<file path="config.mk">
export PLATFORM = sky130hd
export DESIGN_NAME = spi_mem_responder
export DESIGN_NICKNAME = d
export VERILOG_FILES = /design/src/rtl/spi_mem_responder.sv
export SDC_FILE = /design/constraint.sdc
export NUM_CORES = 2
export LEC_CHECK = 0
export ABC_AREA = 1
export CORE_MARGIN = 10
export CORE_UTILIZATION = 25
export CTS_CLUSTER_SIZE = 40
export DETAILED_ROUTE_END_ITERATION = 12
export PLACE_DENSITY = 0.44
export SETUP_SLACK_MARGIN = 0.3
export SYNTH_ARGS = -nofsm -noshare
export SYNTH_HDL_FRONTEND = slang
export SYNTH_SLANG_ARGS = --single-unit
</file>
<file path="constraint.sdc">
create_clock -name clk -period 3.9 [get_ports clk]
set_input_delay 0.78 -clock clk [delete_from_list [all_inputs] [get_ports clk]]
set_output_delay 0.78 -clock clk [all_outputs]
set_load 0.01 [all_outputs]
</file>
<file path="src/rtl/spi_mem_responder.sv">
// spi_mem_responder: SPI mode-0 memory target with READ/WRITE commands on oversampled pins
module spi_mem_responder #(
   parameter int         ADDR_BITS = 8,
   parameter logic [7:0] CMD_READ  = 8'h03,
   parameter logic [7:0] CMD_WRITE = 8'h02
) (
   input  logic                 clk,
   input  logic                 rst,
   input  logic                 sclk,
   input  logic                 cs_n,
   input  logic                 mosi,
   output logic                 miso,
   output logic                 miso_oe,
   output logic                 busy,
   output logic                 wr_strobe,
   output logic [ADDR_BITS-1:0] wr_addr,
   output logic [7:0]           wr_data
);
   typedef enum logic [2:0] {IDLE, HDR, READ, WRITE, IGNORE} state_t;
   state_t state, state_nx;
   logic [2:0] sclk_s, cs_s;
   logic [1:0] mosi_s;
   logic sclk_rise, sclk_fall, cs_rise, cs_fall, hdr_done, wr_fire, rd_step;
   logic [5:0] bit_cnt;
   logic [30:0] hdr;
   logic [31:0] hdr_nx;
   logic [6:0] rx;
   logic [7:0] rx_nx, tx;
   logic [ADDR_BITS-1:0] ptr;
   logic [7:0] mem [2**ADDR_BITS];

   // pin synchronizers, left unreset so a cs_n held low across rst yields no fresh fall
   always_ff @(posedge clk) begin
      sclk_s <= {sclk_s[1:0], sclk};
      cs_s <= {cs_s[1:0], cs_n};
      mosi_s <= {mosi_s[0], mosi};
   end

   assign sclk_rise = sclk_s[1] & ~sclk_s[2];
   assign sclk_fall = ~sclk_s[1] & sclk_s[2];
   assign cs_rise = cs_s[1] & ~cs_s[2];
   assign cs_fall = ~cs_s[1] & cs_s[2];
   assign hdr_nx = {hdr, mosi_s[1]};
   assign rx_nx = {rx, mosi_s[1]};
   assign hdr_done = state == HDR && sclk_rise && !cs_rise && bit_cnt == 6'd31;
   assign wr_fire = state == WRITE && sclk_rise && !cs_rise && bit_cnt[2:0] == 3'd7;
   assign rd_step = state == READ && sclk_fall && !cs_rise;
   assign miso = miso_oe & tx[7];

   // state register
   always_ff @(posedge clk)
      state <= rst ? IDLE : state_nx;

   // next state: cs_n rise aborts from anywhere, header completion dispatches on the command byte
   always_comb begin
      state_nx = state;
      if (cs_rise)
         state_nx = IDLE;
      else if (state == IDLE && cs_fall)
         state_nx = HDR;
      else if (hdr_done)
         state_nx = hdr_nx[31:24] == CMD_READ ? READ : hdr_nx[31:24] == CMD_WRITE ? WRITE : IGNORE;
   end

   // byte array write port
   always_ff @(posedge clk)
      if (wr_fire && !rst) mem[ptr] <= rx_nx;

   // header capture, shift registers, pointer and handshake outputs
   always_ff @(posedge clk) begin
      wr_strobe <= 1'b0;
      if (rst) begin
         miso_oe <= 1'b0;
         busy <= 1'b0;
         wr_addr <= '0;
         wr_data <= '0;
      end else if (cs_rise) begin
         miso_oe <= 1'b0;
         busy <= 1'b0;
      end else begin
         if (state == IDLE && cs_fall) begin
            bit_cnt <= '0;
            hdr <= '0;
            busy <= 1'b1;
         end
         if (state == HDR && sclk_rise) begin
            hdr <= hdr_nx[30:0];
            bit_cnt <= hdr_done ? 6'd0 : bit_cnt + 6'd1;
         end
         if (hdr_done) ptr <= hdr_nx[ADDR_BITS-1:0];
         if (rd_step) begin
            tx <= bit_cnt[2:0] == 3'd0 ? mem[ptr] : {tx[6:0], 1'b0};
            ptr <= bit_cnt[2:0] == 3'd0 ? ptr + ADDR_BITS'(1) : ptr;
            miso_oe <= 1'b1;
            bit_cnt <= bit_cnt + 6'd1;
         end
         if (state == WRITE && sclk_rise) begin
            rx <= rx_nx[6:0];
            bit_cnt <= bit_cnt + 6'd1;
         end
         if (wr_fire) begin
            wr_strobe <= 1'b1;
            wr_addr <= ptr;
            wr_data <= rx_nx;
            ptr <= ptr + ADDR_BITS'(1);
         end
      end
   end
endmodule

</file>
==> results.ini <==
[worst_hold_path]
worstHoldPathCells = 0
min_from = mosi_s[0]
whs_endpoint = mosi_s[1]
hold_class = reg -> reg

[timing]
tightestPinTransition_ns = 1.242
fmax_ghz = 0.3207
period_minus_slack_ns = 3.118
slew_headroom_pct = 17.19
rsz0062_at_grt = false
setup_slack_ns = 0.7818
setup_viol = 0
finalMaxSlewViolations = 0
hold_viol = 0
fin_skew_ns = 0.03267
finalSetupTns_ns = 0
fin_crit_sh_pct = 79.95

[global_route]
grt_pass1_wl_um = 387300
grt-ovfl-total = 0
grt_pass1_vias = 55860
antenna_found_initial = 4
grt_max_degree = 155
grt_util_all_layers_pct = 13.81

[critical_path]
cp_max_fo = 56
path_cells = inv_8 -> buf_12 -> buf_12 -> nand3_1 -> nand3_1 -> nand3_1 -> nand3_1 -> nand3_1 -> nand3_1 -> nand3_1 -> nand3_1 -> nand2_1
reg2reg_depth = 12
cpPeakStageDelay_ns = 0.41
reg2reg_setup_slack_ns = 0.78
critPathSlowestCell = dfxtp_4
cp.arrival_ns = 3.74
r2r_end = tx[2]
critical_path_class = reg -> reg
worstSetupStartpointType = flop
crit_required_ns = 4.52
cpMostUsedCell = nand3_1
cp-end-kind = flop

[power]
powerDensity_nw_per_um2 = 469.6
ir_worst_vdd_mv = 0.4678
p_leak_nw = 34.77

[synthesis]
yosys-top-cells-count = edfxtp_1 (2108), nand2_1 (2086), nand3_1 (2006)
yosysTopAreaCell = edfxtp_1
synth_xor_area_share_pct = 0.06053
yosys_most_used_dff = edfxtp_1
synthCells = 7286
yosysMostFrequentCell = edfxtp_1
synth_area_leaders = edfxtp_1 (73%), nand3_1 (12%), nand2_1 (9.0%)
synth_top_family_by_area = simple AND/OR/NAND/NOR gates
synthAdderAreaFrac_pct = 0.1009
synth_area_per_cell_um2 = 11.92
synthDistinctLibCells = 40
synthArstFlopShare_pct = 0
synth_edf_count = 2108
synth_compound_area_share_pct = 0.5405
synthSimpleGateAreaFrac_pct = 22.56
synth.mux.area_fraction_pct = 0
yosysSeqAreaShare_pct = 73.79
synth-seq-cells = 2146
synth_fp_nets = 7298
yosys_warnings = 0
synth_top_area_share_pct = 72.91
syn_area_um2 = 86810

[placed_design]
gp_congestion = 0.8312
hpwl_um = 156900
preCtsSetupSlack_ns = 0.4497
dp_cells = 11700
portBuffers = 24

[drt]
drt.antenna.violating_nets = 0
drt_iter0_markers = 4992
routed_wl_um = 267100
vias = 56150
vias_per_cell = 4.625
post-route-drc-count = 0
wl_per_cell_um = 22.01
first_pass_iters = 6

[cts]
cts_hold_buf = 0
cts_buffer_depth = 3
cts-buffers-inserted = 234
cts_tree = yes
postCtsSetupBuffers = 0
clock_sink_count = 2146
cts.clk_slew.worst_paths_ns = 0.06
ctsResizeCount = 0
clockRootBuffer = clkbuf_16
htree_levels = 4
clkLatencyLatePin_ns = 0.90

[cells_and_area]
final_util_pct = 29.37
diodes = 0
instances_no_fill = 12140
syn2layout_area_growth_pct = 17.04
multiInputGateArea_um2 = 20220
final_nets = 7369
drive_above_1_share_pct = 9.483
seq_area_um2 = 64090
fillers = 35300

[floorplanning]
core-area_um2 = 345900
start_util_pct = 25.10
dieArea_um2 = 371200
die_y_um = 609.3
num_io_pins = 25
fp.dieW_um = 609.3
fp-row-count = 216

[status]
status = completed

[job]
cap_violations = 0

## final cells by class
cell class                 count  share of cell area (%)
timing repair buffer         326                   3.325
multi-input combinational   4569                   19.90
inverter                      80                  0.3239
clock buffer                 285                   6.022
clock inverter               155                   1.718
tap                         4578                   5.637
sequential                  2146                   63.07
## kinds of logic (layout without fill, tap and decap cells)
logic type,after synthesis,count (layout)
adders and majority gates,7,7
AOI/OAI and AO/OA,80,80
xor gates and xnor gates,6,6
DFF,2146,2146
buffers and inverters,571,846
and+or+nand+nor,4476,4476
## cell usage in the layout (no fill, tap or decap), types with 10 or more instances in the layout
cell type / count
edfxtp_1: 2108
nand2_1: 2086
nand3_1: 2002
nor2_1: 328
clkbuf_16: 235
buf_4: 233
inv_1: 72
buf_12: 68
clkinv_2: 53
clkinv_1: 49
clkbuf_1: 45
o21ai_0: 39
dfxtp_1: 31
bufinv_16: 31
nor2_2: 27
clkdlybuf4s50_1: 24
nand2_4: 13
o22ai_1: 12
a21oi_1: 11
a211oi_1: 10
## stage by stage
stage	hold WS [ns]	area [um2]	total power, mW
finish	0.3253	101600	47.72
global route	0.3048	101600	49.16
CTS	0.2754	101600	48.23
detailed placement	0.3167	93740	25.61
global placement	0.3158	93710	25.61
floorplan	0.3095	86820	25.54
## per-layer routing
layer	vias up	wire, um	GRT usage, %
li1	26020	-	-
met1	28100	116700	18.46
met2	1647	127500	23.14
met3	381	15200	2.220
met4	2	7760	3.994
met5	-	7	0
## state kept, by name, summed over array words and instances, names as in the netlist, 6 cells and up, named ones only
signal	cells
mem	2048
hdr	31
ptr	8
tx	8
wr_addr	8
wr_data	8
rx	7
bit_cnt	6
## power by group
| group | internal, mW | switching [mW] | total [mW] |
|---|---|---|---|
| clock | 13.2 | 9.39 | 22.6 |
| combinational | 0.0243 | 0.0915 | 0.116 |
| sequential | 25.0 | 0.0116 | 25.0 |
| total | 38.2 | 9.49 | 47.7 |
## how the worst max path moves through the flow
stage          startpoint  cells past startpoint  slack (ns)     endpoint
2_1_floorplan       rx[0]                      0       -0.18    mem[0][1]
3_3_place_gp          rst                      6        0.16   mem[44][3]
3_5_place_dp          rst                      6        0.45  mem[250][2]
4_1_cts              flop                     12        0.79        tx[6]
5_1_grt              flop                     12        0.60        tx[6]
6_report             flop                     12        0.78        tx[2]
## critical path, delay by kind of cell, from the launching register on
family                 cells  cell delay, ns
buffers and inverters      3            0.91
and+or+nand+nor            9            1.45
DFF                        1            0.41
Power figures use the tool's default switching activity.
